$ cat src/rtl/adc_axis_pkg.sv
// Shared sample type and defaults for the ADC capture to band-pass filter stream path.
package adc_axis_pkg;

  localparam int unsigned SAMPLE_W          = 12;
  localparam int unsigned FRAME_LEN_DEFAULT = 64;

  typedef logic signed [SAMPLE_W-1:0] sample_t;

endpackage

$ cat src/rtl/axis_sample_fifo.sv
// Sample FIFO with registered head output; a push into a full FIFO is accepted
// when a pop happens in the same cycle.
module axis_sample_fifo #(
  parameter int unsigned DATA_WIDTH = 12,
  parameter int unsigned DEPTH      = 8
) (
  input  logic                      clk,
  input  logic                      rst_n,
  input  logic                      push_req,
  input  logic [DATA_WIDTH-1:0]     push_data,
  input  logic                      pop,
  output logic                      push_accept_c,
  output logic                      valid_nxt_c,
  output logic                      valid,
  output logic [DATA_WIDTH-1:0]     rd_data,
  output logic [$clog2(DEPTH):0]    level
);

  localparam int unsigned PTR_W = (DEPTH > 1) ? $clog2(DEPTH) : 1;
  localparam int unsigned LVL_W = $clog2(DEPTH) + 1;

  logic [DATA_WIDTH-1:0] mem [DEPTH];
  logic [PTR_W-1:0]      wr_ptr, rd_ptr;
  logic [PTR_W-1:0]      wr_ptr_nxt, rd_ptr_nxt;
  logic [LVL_W-1:0]      level_nxt;
  logic [DATA_WIDTH-1:0] rd_data_nxt;

  assign push_accept_c = push_req & ((level != LVL_W'(DEPTH)) | pop);

  // Next pointers, level and head; forward the incoming sample when it becomes the head.
  always_comb begin
    wr_ptr_nxt  = wr_ptr;
    rd_ptr_nxt  = rd_ptr;
    level_nxt   = level + LVL_W'(push_accept_c) - LVL_W'(pop);
    valid_nxt_c = 1'b0;
    rd_data_nxt = rd_data;
    if (push_accept_c) wr_ptr_nxt = wr_ptr + PTR_W'(1);
    if (pop)           rd_ptr_nxt = rd_ptr + PTR_W'(1);
    valid_nxt_c = (level_nxt != '0);
    if (push_accept_c && (wr_ptr == rd_ptr_nxt)) begin
      rd_data_nxt = push_data;
    end else begin
      rd_data_nxt = mem[rd_ptr_nxt];
    end
  end

  always_ff @(posedge clk or negedge rst_n) begin
    if (!rst_n) begin
      wr_ptr  <= '0;
      rd_ptr  <= '0;
      level   <= '0;
      valid   <= 1'b0;
      rd_data <= '0;
    end else begin
      wr_ptr  <= wr_ptr_nxt;
      rd_ptr  <= rd_ptr_nxt;
      level   <= level_nxt;
      valid   <= valid_nxt_c;
      rd_data <= rd_data_nxt;
    end
  end

  // Storage array carries no reset; contents are meaningless until written.
  always_ff @(posedge clk) begin
    if (push_accept_c) mem[wr_ptr] <= push_data;
  end

endmodule

$ cat src/rtl/adc_sample_axis_tx.sv
// ADC sample to AXI-Stream transmitter: enable gating, sample FIFO, frame TLAST
// generation and overflow statistics.
module adc_sample_axis_tx
  import adc_axis_pkg::*;
#(
  parameter int unsigned DATA_WIDTH     = SAMPLE_W,
  parameter int unsigned FIFO_DEPTH     = 8,
  parameter int unsigned FRAME_LEN      = FRAME_LEN_DEFAULT,
  parameter int unsigned DROP_CNT_WIDTH = 16
) (
  input  logic                          clk,
  input  logic                          rst_n,
  input  logic                          enable,
  input  logic                          adc_valid,
  input  logic [DATA_WIDTH-1:0]         adc_data,
  output logic                          m_axis_tvalid,
  input  logic                          m_axis_tready,
  output logic [DATA_WIDTH-1:0]         m_axis_tdata,
  output logic                          m_axis_tlast,
  output logic [$clog2(FIFO_DEPTH):0]   fifo_level,
  output logic                          overflow_sticky,
  output logic [DROP_CNT_WIDTH-1:0]     drop_count,
  input  logic                          clear_stats
);

  localparam int unsigned FCNT_W = (FRAME_LEN > 1) ? $clog2(FRAME_LEN) : 1;
  localparam logic [FCNT_W-1:0] FCNT_LAST = FCNT_W'(FRAME_LEN - 1);

  logic              push_req;
  logic              push_accept_c;
  logic              valid_nxt_c;
  logic              pop;
  logic              drop;
  logic [FCNT_W-1:0] frame_cnt, frame_cnt_nxt;

  assign push_req = adc_valid & enable;
  assign pop      = m_axis_tvalid & m_axis_tready;
  assign drop     = push_req & ~push_accept_c;

  axis_sample_fifo #(
    .DATA_WIDTH (DATA_WIDTH),
    .DEPTH      (FIFO_DEPTH)
  ) u_fifo (
    .clk           (clk),
    .rst_n         (rst_n),
    .push_req      (push_req),
    .push_data     (adc_data),
    .pop           (pop),
    .push_accept_c (push_accept_c),
    .valid_nxt_c   (valid_nxt_c),
    .valid         (m_axis_tvalid),
    .rd_data       (m_axis_tdata),
    .level         (fifo_level)
  );

  // Frame position advances only on handshakes, so frames span enable gaps.
  always_comb begin
    frame_cnt_nxt = frame_cnt;
    if (pop) begin
      frame_cnt_nxt = (frame_cnt == FCNT_LAST) ? '0 : frame_cnt + FCNT_W'(1);
    end
  end

  always_ff @(posedge clk or negedge rst_n) begin
    if (!rst_n) begin
      frame_cnt    <= '0;
      m_axis_tlast <= 1'b0;
    end else begin
      frame_cnt    <= frame_cnt_nxt;
      m_axis_tlast <= valid_nxt_c & (frame_cnt_nxt == FCNT_LAST);
    end
  end

  // Drop statistics; a clear wins over a drop in the same cycle.
  always_ff @(posedge clk or negedge rst_n) begin
    if (!rst_n) begin
      overflow_sticky <= 1'b0;
      drop_count      <= '0;
    end else if (clear_stats) begin
      overflow_sticky <= 1'b0;
      drop_count      <= '0;
    end else if (drop) begin
      overflow_sticky <= 1'b1;
      if (drop_count != '1) drop_count <= drop_count + DROP_CNT_WIDTH'(1);
    end
  end

endmodule

$ cat config.mk
export PLATFORM = sky130hd
export DESIGN_NAME = adc_sample_axis_tx
export DESIGN_NICKNAME = d
export VERILOG_FILES = /design/src/rtl/adc_axis_pkg.sv /design/src/rtl/axis_sample_fifo.sv /design/src/rtl/adc_sample_axis_tx.sv
export SDC_FILE = /design/constraint.sdc
export NUM_CORES = 1
export LEC_CHECK = 0
export ABC_CLOCK_PERIOD_IN_PS = 3200
export BUFFER_PORTS_ARGS = -buffer_cell sky130_fd_sc_hd__buf_2
export CAP_MARGIN = 0
export CORE_MARGIN = 1.5
export CORE_UTILIZATION = 30
export DETAILED_ROUTE_END_ITERATION = 8
export HOLD_SLACK_MARGIN = 0.03
export MAX_ROUTING_LAYER = met4
export PLACE_DENSITY = 0.51
export SKIP_LAST_GASP = 1
export SLEW_MARGIN = 20
export SYNTH_ARGS = -nofsm -noshare
export SYNTH_HDL_FRONTEND = slang
export SYNTH_HIERARCHICAL = 1
export SYNTH_SLANG_ARGS = --single-unit
$ cat constraint.sdc
create_clock -name clk -period 3.2 [get_ports clk]
set_clock_uncertainty 0.05 [all_clocks]
set_input_delay 0.32 -clock clk [delete_from_list [all_inputs] [get_ports clk]]
set_output_delay 0.32 -clock clk [all_outputs]
set_load 0.005 [all_outputs]
==> impl_metrics.toml, run 1 <==
[status]
status = "finished, final reports clean"

[worst_setup_path]
path_cells = "nand2_1 -> inv_1 -> o41ai_4 -> inv_2 -> ha_1 -> a21o_1 -> a21oi_1 -> xnor2_1 -> or4_1 -> o311a_1 -> and4_1"
cp_top_family = "simple AND/OR/NAND/NOR gates"
critical_path_class = "flop to flop"
cp.arrival_ns = 3.19
cpPeakStageDelay_ns = 0.51
cp_num_buf_inv = 2
critPathCaptureType = "flop"
cp_max_fo = 7
cp_slowest_cell = "or4_1"
required_ns = 3.46
critPathLaunchType = "flop"

[clock_tree]
cts_buffer_depth = 2
cts_sinks = 143
clock_tree.htree_level_count = 4
clk-insertion-delay-late_ns = 0.42
cts_setup_buffers = 0
cts_buffers = 17
cts-root-buf = "clkbuf_16"
clk_pin_slew_worst_paths_ns = 0.07
cts_tree = "built"

[cells_and_area]
fin_area_sq_um = 8180
n_fill_cell = 2176
multi_input_area_sq_um = 2690
num-nets-final = 549
mostFrequentLayoutCell = "edfxtp_1"
regArea_sq_um = 4060
layout_common_cells = "edfxtp_1 (96), buf_2 (51), dfrtp_1 (46)"
drive_gt1_share_pct = 34.6
area_growth_pct = 17.2

[route]
wl_per_cell_um = 19.2
ant_nets = 0
vias_per_cell = 5.08
dr.pass1.iters = 4
drt-initial-drc-count = 245
drt_wl_total_mm = 15.7
drcViolationCount = 0
vias = 4169

[floorplan]
die_area_sq_um = 24200
pin_count = 53
die_x_um = 156
design.core.area_sq_um = 22700
initial_utilization_pct = 30.7
placementRows = 55
die_h_um = 156

[global_routing]
gr-total-overflow = 0
grt_antenna_before_repair = 2
grt_max_degree = 50
grt_pass1_wl_mm = 24.7
grt_pass1_vias = 4294
groute.usage.overall_pct = 14.2

[timing]
timing_hold_violations_final = 0
timing.fmax_ghz = 0.342
maxSlewViolCount = 0
worst_pin_slew_ns = 0.816
setup_tns_ns = 0
rsz0062_at_grt = "no"
fin_crit_ns = 2.93
fin_crit_sh_pct = 91.5
relSlewSlack_pct = 45.6
setup_viol_count_final = 0

[pwr]
irDropWorstVdd_uv = 432
p_int_mw = 4.71
p_per_area_nw_per_um2 = 863
pwr-share-comb_pct = 37.9
clock_power_share_pct = 27.2
switchingPower_mw = 2.36
power_frac_seq_pct = 34.9
fin_total_pwr_mw = 7.07
leakage_nw = 3.08
swShare_pct = 33.4

[placement]
portBuffers = 52
placed_area_sq_um = 7590
hpwl_mm = 9.77
routabilityCongestion = 0.758

[synth]
synth_edf_count = 96
syn_avg_cell_area_sq_um = 15.3
yosysUniqueCellTypes = 61
yosys.area.top_type_share_pct = 41.3
async_reset_ff_share_pct = 32.9
synthFlopType = "edfxtp_1"
syn_nets = 485
synth_area_leaders = "edfxtp_1 (41%), dfrtp_1 (17%), mux4_2 (15%)"
syn_area_sq_um = 6980
synth_seq_area_share_pct = 58.1
ys_warn_count = 6
yosys.area.top_type = "edfxtp_1"
syn_inst = 457
ys_ff_latch = 143

[hold_path]
hold_class = "input port to flop"

[job]
cap_violations = 0
## metal layers
metal | vias up | GRT usage, % | wire, um
met2 | 87 | 23.8 | 7970
met3 | 9 | 4.47 | 865
li1 | 1934 | - | -
met4 | 0 | 2.31 | 85
met1 | 2139 | 17.1 | 6820
met5 | - | - | 0
## state kept, by name, summed over array words and instances, names as in the netlist, 3 cells and up
register        flops
drop_count         16
frame_cnt           6
u_fifo/level        4
u_fifo/mem         96
u_fifo/rd_data     12
u_fifo/rd_ptr       3
u_fifo/wr_ptr       3
## cell type report
type                    instances  area share, %
inverters                      18          0.826
repair buffers                 74           5.26
clock buffers                  17           5.20
flip-flops and latches        143           49.6
well taps                     285           4.36
multi-input cells             267           32.9
diodes                          2         0.0612
clock inverters                15           1.83
## timing repair
item	4_1_cts	5_1_grt
hold endpoints to repair	0	40
gates resized for setup	0	0
hold buffers	0	1
endpoints found under the setup margin	0	0
## power groups by stage
stage          clock (mW)  sequential, mW  combinational (mW)
5_1_grt              2.06            2.50                2.93
3_5_place_dp            0            2.50                2.73
3_3_place_gp            0            2.49                2.69
4_1_cts              1.98            2.47                2.75
2_1_floorplan           0            2.44                2.06
6_report             1.92            2.47                2.67
## path summary, 6_finish.rpt
| path | from | to | slack [ns] | cells past startpoint |
|---|---|---|---|---|
| setup / recovery | u_fifo/valid | m_axis_tlast | 0.27 | 11 |
| hold / removal | adc_data[5] | u_fifo/mem[5][5] | 0.13 | 1 |
| setup reg to reg | u_fifo/valid | m_axis_tlast | 0.27 | 11 |
| hold reg to reg | overflow_sticky | overflow_sticky | 0.46 | 2 |
| max in group asynchronous | rst_n | u_fifo/rd_data[2] | 2.14 | 3 |
| min in group asynchronous | rst_n | frame_cnt[4] | 0.41 | 2 |
## per-stage QoR
stage | cells | utilization, % | setup slack [ns] | hold slack, ns
2_1_floorplan | 457 | - | 0.335 | -0.0256
3_3_place_gp | 786 | 33.4 | 0.376 | 0.432
4_1_cts | 818 | 36.0 | 0.254 | 0.0827
5_1_grt | 821 | 36.0 | 0.0514 | 0.130
6_report | 821 | 36.0 | 0.273 | 0.131
3_5_place_dp | 786 | 33.4 | 0.256 | 0.449
## synthesized netlist by cell type, drive strengths merged, types with 2 or more instances
cell and count:
a22oi 12, a2111oi 3, nor2b 12, nand3 40
xor2 4, nand3b 2, buf 15, nor3 10
inv 18, nor4 2, dfrtp 47, nand2 17
mux2i 4, a211oi 8, and3 5, nand2b 3
ha 9, xnor2 8, nand4 4, a21o 3
clkbuf 14, or4 2, nor2 20, mux2 21
and4 4, a21oi 9, and2 2, edfxtp 96
mux4 45
## logic make-up (layout without fill, tap and decap cells)
family	after synthesis	after routing	share of synthesized area, %
flops	143	143	58.1
other cells	0	2	0
mux	70	70	19.1
compound gates	48	48	5.47
xor+xnor	12	12	1.88
fa+ha+maj	10	10	1.90
buf+inv	47	124	3.73
simple gates	127	127	9.75
(Power assumes the default switching activity.)
==> run 2: changes to the inputs <==
Settings changed: RECOVER_POWER from default to 50.
==> run 2 against run 1 <==
Global-route usage unchanged. Count of clock-buffer cells in the layout unchanged. Critical path depth unchanged. Combinational power about the same. Sequential cell count unchanged. Sequential share of layout area up 0.24 points. Cell area down 0.47%.
==> impl_metrics.toml, run 2 (synthesis results as in run 1) <==
[worst_setup_path]
r2r-start = "u_fifo/valid"
critical_path_class = "flop to flop"
cpPeakStageDelay_ns = 0.51
cp_max_fo = 7
required_ns = 3.47
cp.arrival_ns = 3.19
path_cells = "nand2_1 -> inv_1 -> o41ai_4 -> inv_2 -> ha_1 -> a21o_1 -> a21oi_1 -> xnor2_1 -> or4_1 -> o311a_1 -> and4_1"
critPathCaptureType = "flop"
cp_slowest_cell = "or4_1"
r2r_setup_slack_ns = 0.27
ff2ff_path_depth = 11
timing.rr.end = "m_axis_tlast"
critPathLaunchType = "flop"

[pwr]
clock_power_share_pct = 27.3
power_frac_seq_pct = 35.0
irDropWorstVdd_uv = 436
p_per_area_nw_per_um2 = 866
switchingPower_mw = 2.36
pwr-share-comb_pct = 37.7
p_int_mw = 4.69
fin_total_pwr_mw = 7.05
leakage_nw = 3.01
swShare_pct = 33.5

[route]
ant_nets = 0
drt-initial-drc-count = 239
wl_per_cell_um = 19.2
dr.pass1.iters = 4
drcViolationCount = 0
drt_wl_total_mm = 15.8
vias_per_cell = 5.11
vias = 4193

[floorplan]
die_h_um = 156
die_x_um = 156
pin_count = 53
die_area_sq_um = 24200
design.core.area_sq_um = 22700
initial_utilization_pct = 30.7
placementRows = 55

[clock_tree]
cts_setup_buffers = 0
cts_buffer_depth = 2
clk_pin_slew_worst_paths_ns = 0.07
clock_tree.htree_level_count = 4
cts_buffers = 17
cts_sinks = 143
clk-insertion-delay-late_ns = 0.42
cts-root-buf = "clkbuf_16"
cts_tree = "built"

[hold_path]
worstHoldStart = "m_axis_tready"
whs_path_depth = 3
hold_class = "input port to flop"
worstHoldEndpoint = "frame_cnt[1]"

[timing]
timing_hold_violations_final = 0
hold_ws_ns = 0.162
rsz0062_at_grt = "no"
fin_crit_sh_pct = 91.5
timing.fmax_ghz = 0.342
setup_viol_count_final = 0
relSlewSlack_pct = 18.4
maxSlewViolCount = 0
setup_tns_ns = 0
fin_crit_ns = 2.93
worst_pin_slew_ns = 1.22
setup_ws_ns = 0.273

[placement]
portBuffers = 52
routabilityCongestion = 0.758
dp.cells = 786
hpwl_mm = 9.77
placed_area_sq_um = 7590
pre_cts_ws_ns = 0.256

[cells_and_area]
drive_gt1_share_pct = 30.3
final_util_pct = 35.9
layout_common_cells = "edfxtp_1 (96), dfrtp_1 (46), mux4_2 (45)"
final_cells = 820
multi_input_area_sq_um = 2690
num-nets-final = 549
largestRegisters = "u_fifo/mem x96, drop_count x16, u_fifo/rd_data x12"
largest_reg_flops = 96
regArea_sq_um = 4060
area_growth_pct = 16.7
fin_area_sq_um = 8150
top_register = "u_fifo/mem"
n_fill_cell = 2187
mostFrequentLayoutCell = "edfxtp_1"

[status]
status = "finished, final reports clean"

[global_routing]
gr-total-overflow = 0
grt_max_degree = 50
grt_antenna_before_repair = 1
grt_pass1_wl_mm = 24.7
grt_pass1_vias = 4294
groute.usage.overall_pct = 14.2

[job]
cap_violations = 0
-- run 2: cell count changes in the layout (fill, tap and decap cells not counted), sizes merged --
cell,delta
buf,-24
clkbuf,+24
diode,-1
-- run 2: worst max-delay path by stage --
stage                   from            to  slack (ns)  depth (start not counted)
6_report        u_fifo/valid  m_axis_tlast        0.27                         11
5_1_grt         u_fifo/valid  m_axis_tlast        0.05                         11
4_1_cts         u_fifo/valid  m_axis_tlast        0.25                         11
3_5_place_dp   m_axis_tready  m_axis_tlast        0.26                         12
3_3_place_gp   m_axis_tready  m_axis_tlast        0.38                         12
2_1_floorplan   u_fifo/valid  m_axis_tlast        0.33                         11
-- run 2: final cells by class --
type / count / share of cell area (%)
diodes: 1 / 0.0307
clock buffers: 17 / 5.22
clock inverters: 15 / 1.84
inverters: 18 / 0.829
multi-input cells: 267 / 33.0
flip-flops and latches: 143 / 49.8
well taps: 285 / 4.38
repair buffers: 74 / 4.84
-- run 2: worst max-delay path, delay by kind of cell, from the launching register on --
family                   cells  cell delay (ns)
AO/OA/AOI/OAI                4             0.86
flip-flops                   1             0.42
buffers and inverters        2             0.27
XOR/XNOR                     1             0.12
adder cells (fa/ha/maj)      1             0.23
AND/OR/NAND/NOR              3             0.87
-- run 2: what timing repair did --
| action | 4_1_cts | 5_1_grt |
|---|---|---|
| hold buffers | 0 | 1 |
| gates resized for setup | 0 | 0 |
| endpoints found under the setup margin | 0 | 0 |
| endpoints found under the hold margin | 0 | 40 |
-- run 2: layer usage --
metal,GRT usage [%],up-vias,share of wire [%]
met5,-,-,0
met4,2.31,0,0.56
met3,4.47,11,5.0
met2,23.8,90,51
met1,17.1,2158,44
li1,-,1934,-
-- run 2: power by group through the flow --
stage | logic (mW) | registers [mW] | clock network, mW
after global placement | 2.69 | 2.49 | 0
after detailed placement | 2.73 | 2.50 | 0
final | 2.66 | 2.47 | 1.93
after CTS | 2.75 | 2.47 | 1.98
after floorplan | 2.06 | 2.44 | 0
after global routing | 2.91 | 2.50 | 2.06
==> run 3: changes to the inputs <==
Settings changed: ABC_CLOCK_PERIOD_IN_PS 3200 to 3600, CORE_ASPECT_RATIO from default to 0.8.
Clock period 3.2 ns to 3.6 ns, I/O delays scaled along.
==> run 3 against run 2 <==
Maximum frequency grew 0.87%. Cell area increased by 0.54%. Wire length rose by 1.9%. Total power down 9.6%. Register-to-register slack improved by 0.43 ns. Clock power shrank 6%. Final cell count up 2.2%. Setup slack improved by 0.43 ns. Hold slack better by 0.052 ns. Highest routed layer unchanged.
==> impl_metrics.toml, run 3 (synthesis results as in run 1) <==
[timing]
timing_hold_violations_final = 0
relSlewSlack_pct = 28.5
setup_tns_ns = 0
worst_pin_slew_ns = 1.07
fin_crit_sh_pct = 80.6
fin_crit_ns = 2.90
maxSlewViolCount = 0
rsz0062_at_grt = "no"
setup_viol_count_final = 0
timing.fmax_ghz = 0.345

[floorplan]
pin_count = 53
placementRows = 49
die_h_um = 139
die_x_um = 174
design.core.area_sq_um = 22700
die_area_sq_um = 24200
initial_utilization_pct = 30.8

[clock_tree]
cts_sinks = 143
clock_tree.htree_level_count = 4
cts_setup_buffers = 0
clk_pin_slew_worst_paths_ns = 0.06
postCtsHoldBufs = 1
clk-insertion-delay-late_ns = 0.42
cts_buffer_depth = 2
cts-root-buf = "clkbuf_16"
cts_resized = 0
cts_buffers = 17
cts_tree = "built"

[job]
cap_violations = 0

[worst_setup_path]
cp.arrival_ns = 3.16
cp-startpoint = "u_fifo/valid"
cp_top_family = "compound AO/OA/AOI/OAI gates"
cp_max_fo = 7
cp_num_buf_inv = 2
cp_num_cells = 11
path_cells = "nand2_1 -> inv_1 -> o41ai_4 -> inv_2 -> ha_1 -> a21o_1 -> a21oi_1 -> xnor2_1 -> or4_1 -> o311a_1 -> and4_1"
critPathLaunchType = "flop"
critPathCaptureType = "flop"
required_ns = 3.86
cp_slowest_cell = "or4_1"
r2r-start = "u_fifo/valid"
critical_path_class = "flop to flop"
ff2ff_path_depth = 11
cpPeakStageDelay_ns = 0.52

[route]
dr.pass1.iters = 4
ant_nets = 0
drt-initial-drc-count = 321
vias = 4237
vias_per_cell = 5.06
wl_per_cell_um = 19.2
drcViolationCount = 0
drt_wl_total_mm = 16.1

[placement]
portBuffers = 52
routabilityCongestion = 0.783
hpwl_mm = 10.1
dp.cells = 805

[global_routing]
grt_pass1_wl_mm = 26.0
met1_usage_pct = 19.1
gr-total-overflow = 0
grtUsageMet3_pct = 2.51
top_usage_layer = "met2"
grt_max_degree = 49
groute.usage.overall_pct = 14.5
met2_usage_pct = 23.0
grt_antenna_before_repair = 0
grt_pass1_vias = 4573

[hold_path]
whs_path_depth = 3
worstHoldStart = "m_axis_tready"
hold_class = "input port to flop"

[cells_and_area]
final_cells = 838
largestRegisters = "u_fifo/mem x96, drop_count x16, u_fifo/rd_data x12"
n_fill_cell = 2214
top_register = "u_fifo/mem"
area_growth_pct = 17.3
antennaDiodeCount = 0
drive_gt1_share_pct = 28.9
layout_common_cells = "edfxtp_1 (96), dfrtp_1 (46), mux4_2 (45)"
mostFrequentLayoutCell = "edfxtp_1"
final_util_pct = 36.1
num-nets-final = 547
largest_reg_flops = 96

[pwr]
leakage_nw = 3.00
p_per_area_nw_per_um2 = 778
irDropWorstVdd_uv = 437

[status]
status = "finished, final reports clean"
[run 3: cell count changes in the layout (fill, tap and decap cells not counted), moves of 2 or more]
cell,delta
clkinv_4,-2
clkbuf_1,+5
buf_2,-6
clkinv_2,-2
[run 3: area by class of cell]
| class | count | area, sq um | share of cell area, % |
|---|---|---|---|
| clock buffers | 17 | 425 | 5.19 |
| clock inverters | 15 | 189 | 2.31 |
| inverters | 18 | 67.6 | 0.825 |
| multi-input cells | 267 | 2690 | 32.8 |
| flip-flops and latches | 143 | 4060 | 49.6 |
| well taps | 306 | 383 | 4.68 |
| repair buffers | 72 | 375 | 4.58 |
[run 3: power breakdown]
group	switching [mW]	leakage, nW	internal, mW
combinational	1.18	1.25	1.17
sequential	0.193	1.46	2.01
clock	0.759	0.296	1.06
total	2.13	3.00	4.24
[run 3: worst paths after layout]
check	end	slack, ns
setup / recovery	m_axis_tlast	0.70
setup reg to reg	m_axis_tlast	0.70
hold reg to reg	overflow_sticky	0.45
max in group asynchronous	u_fifo/rd_data[1]	1.54
hold / removal	frame_cnt[1]	0.21
min in group asynchronous	frame_cnt[3]	0.60
[run 3: per-stage QoR]
| stage | instance area [sq um] | hold WS [ns] | setup slack, ns | power [mW] |
|---|---|---|---|---|
| after floorplan | 6980 | 0.0144 | 0.735 | 4.01 |
| after global placement | 7600 | 0.284 | 0.719 | 4.60 |
| after detailed placement | 7600 | 0.289 | 0.625 | 4.64 |
| after CTS | 8230 | 0.156 | 0.669 | 6.48 |
| after global routing | 8190 | 0.249 | 0.465 | 6.76 |
| final | 8190 | 0.214 | 0.698 | 6.37 |
[run 3: per-layer routing]
| metal | vias to the layer above | part of all wire (%) | routed length, um |
|---|---|---|---|
| met5 | - | 0 | 0 |
| met4 | 0 | 1.1 | 184 |
| met3 | 12 | 3.1 | 490 |
| met2 | 85 | 50 | 7960 |
| met1 | 2223 | 46 | 7430 |
| li1 | 1917 | - | - |
[run 3: worst register-to-register path: cells and delay by family, from the launching register on]
| kind | cells | cell delay, ns |
|---|---|---|
| AOI/OAI and AO/OA | 4 | 0.88 |
| and+or+nand+nor | 3 | 0.87 |
| DFF | 1 | 0.41 |
| buffers and inverters | 2 | 0.25 |
| adders and majority gates | 1 | 0.23 |
| xor gates and xnor gates | 1 | 0.11 |
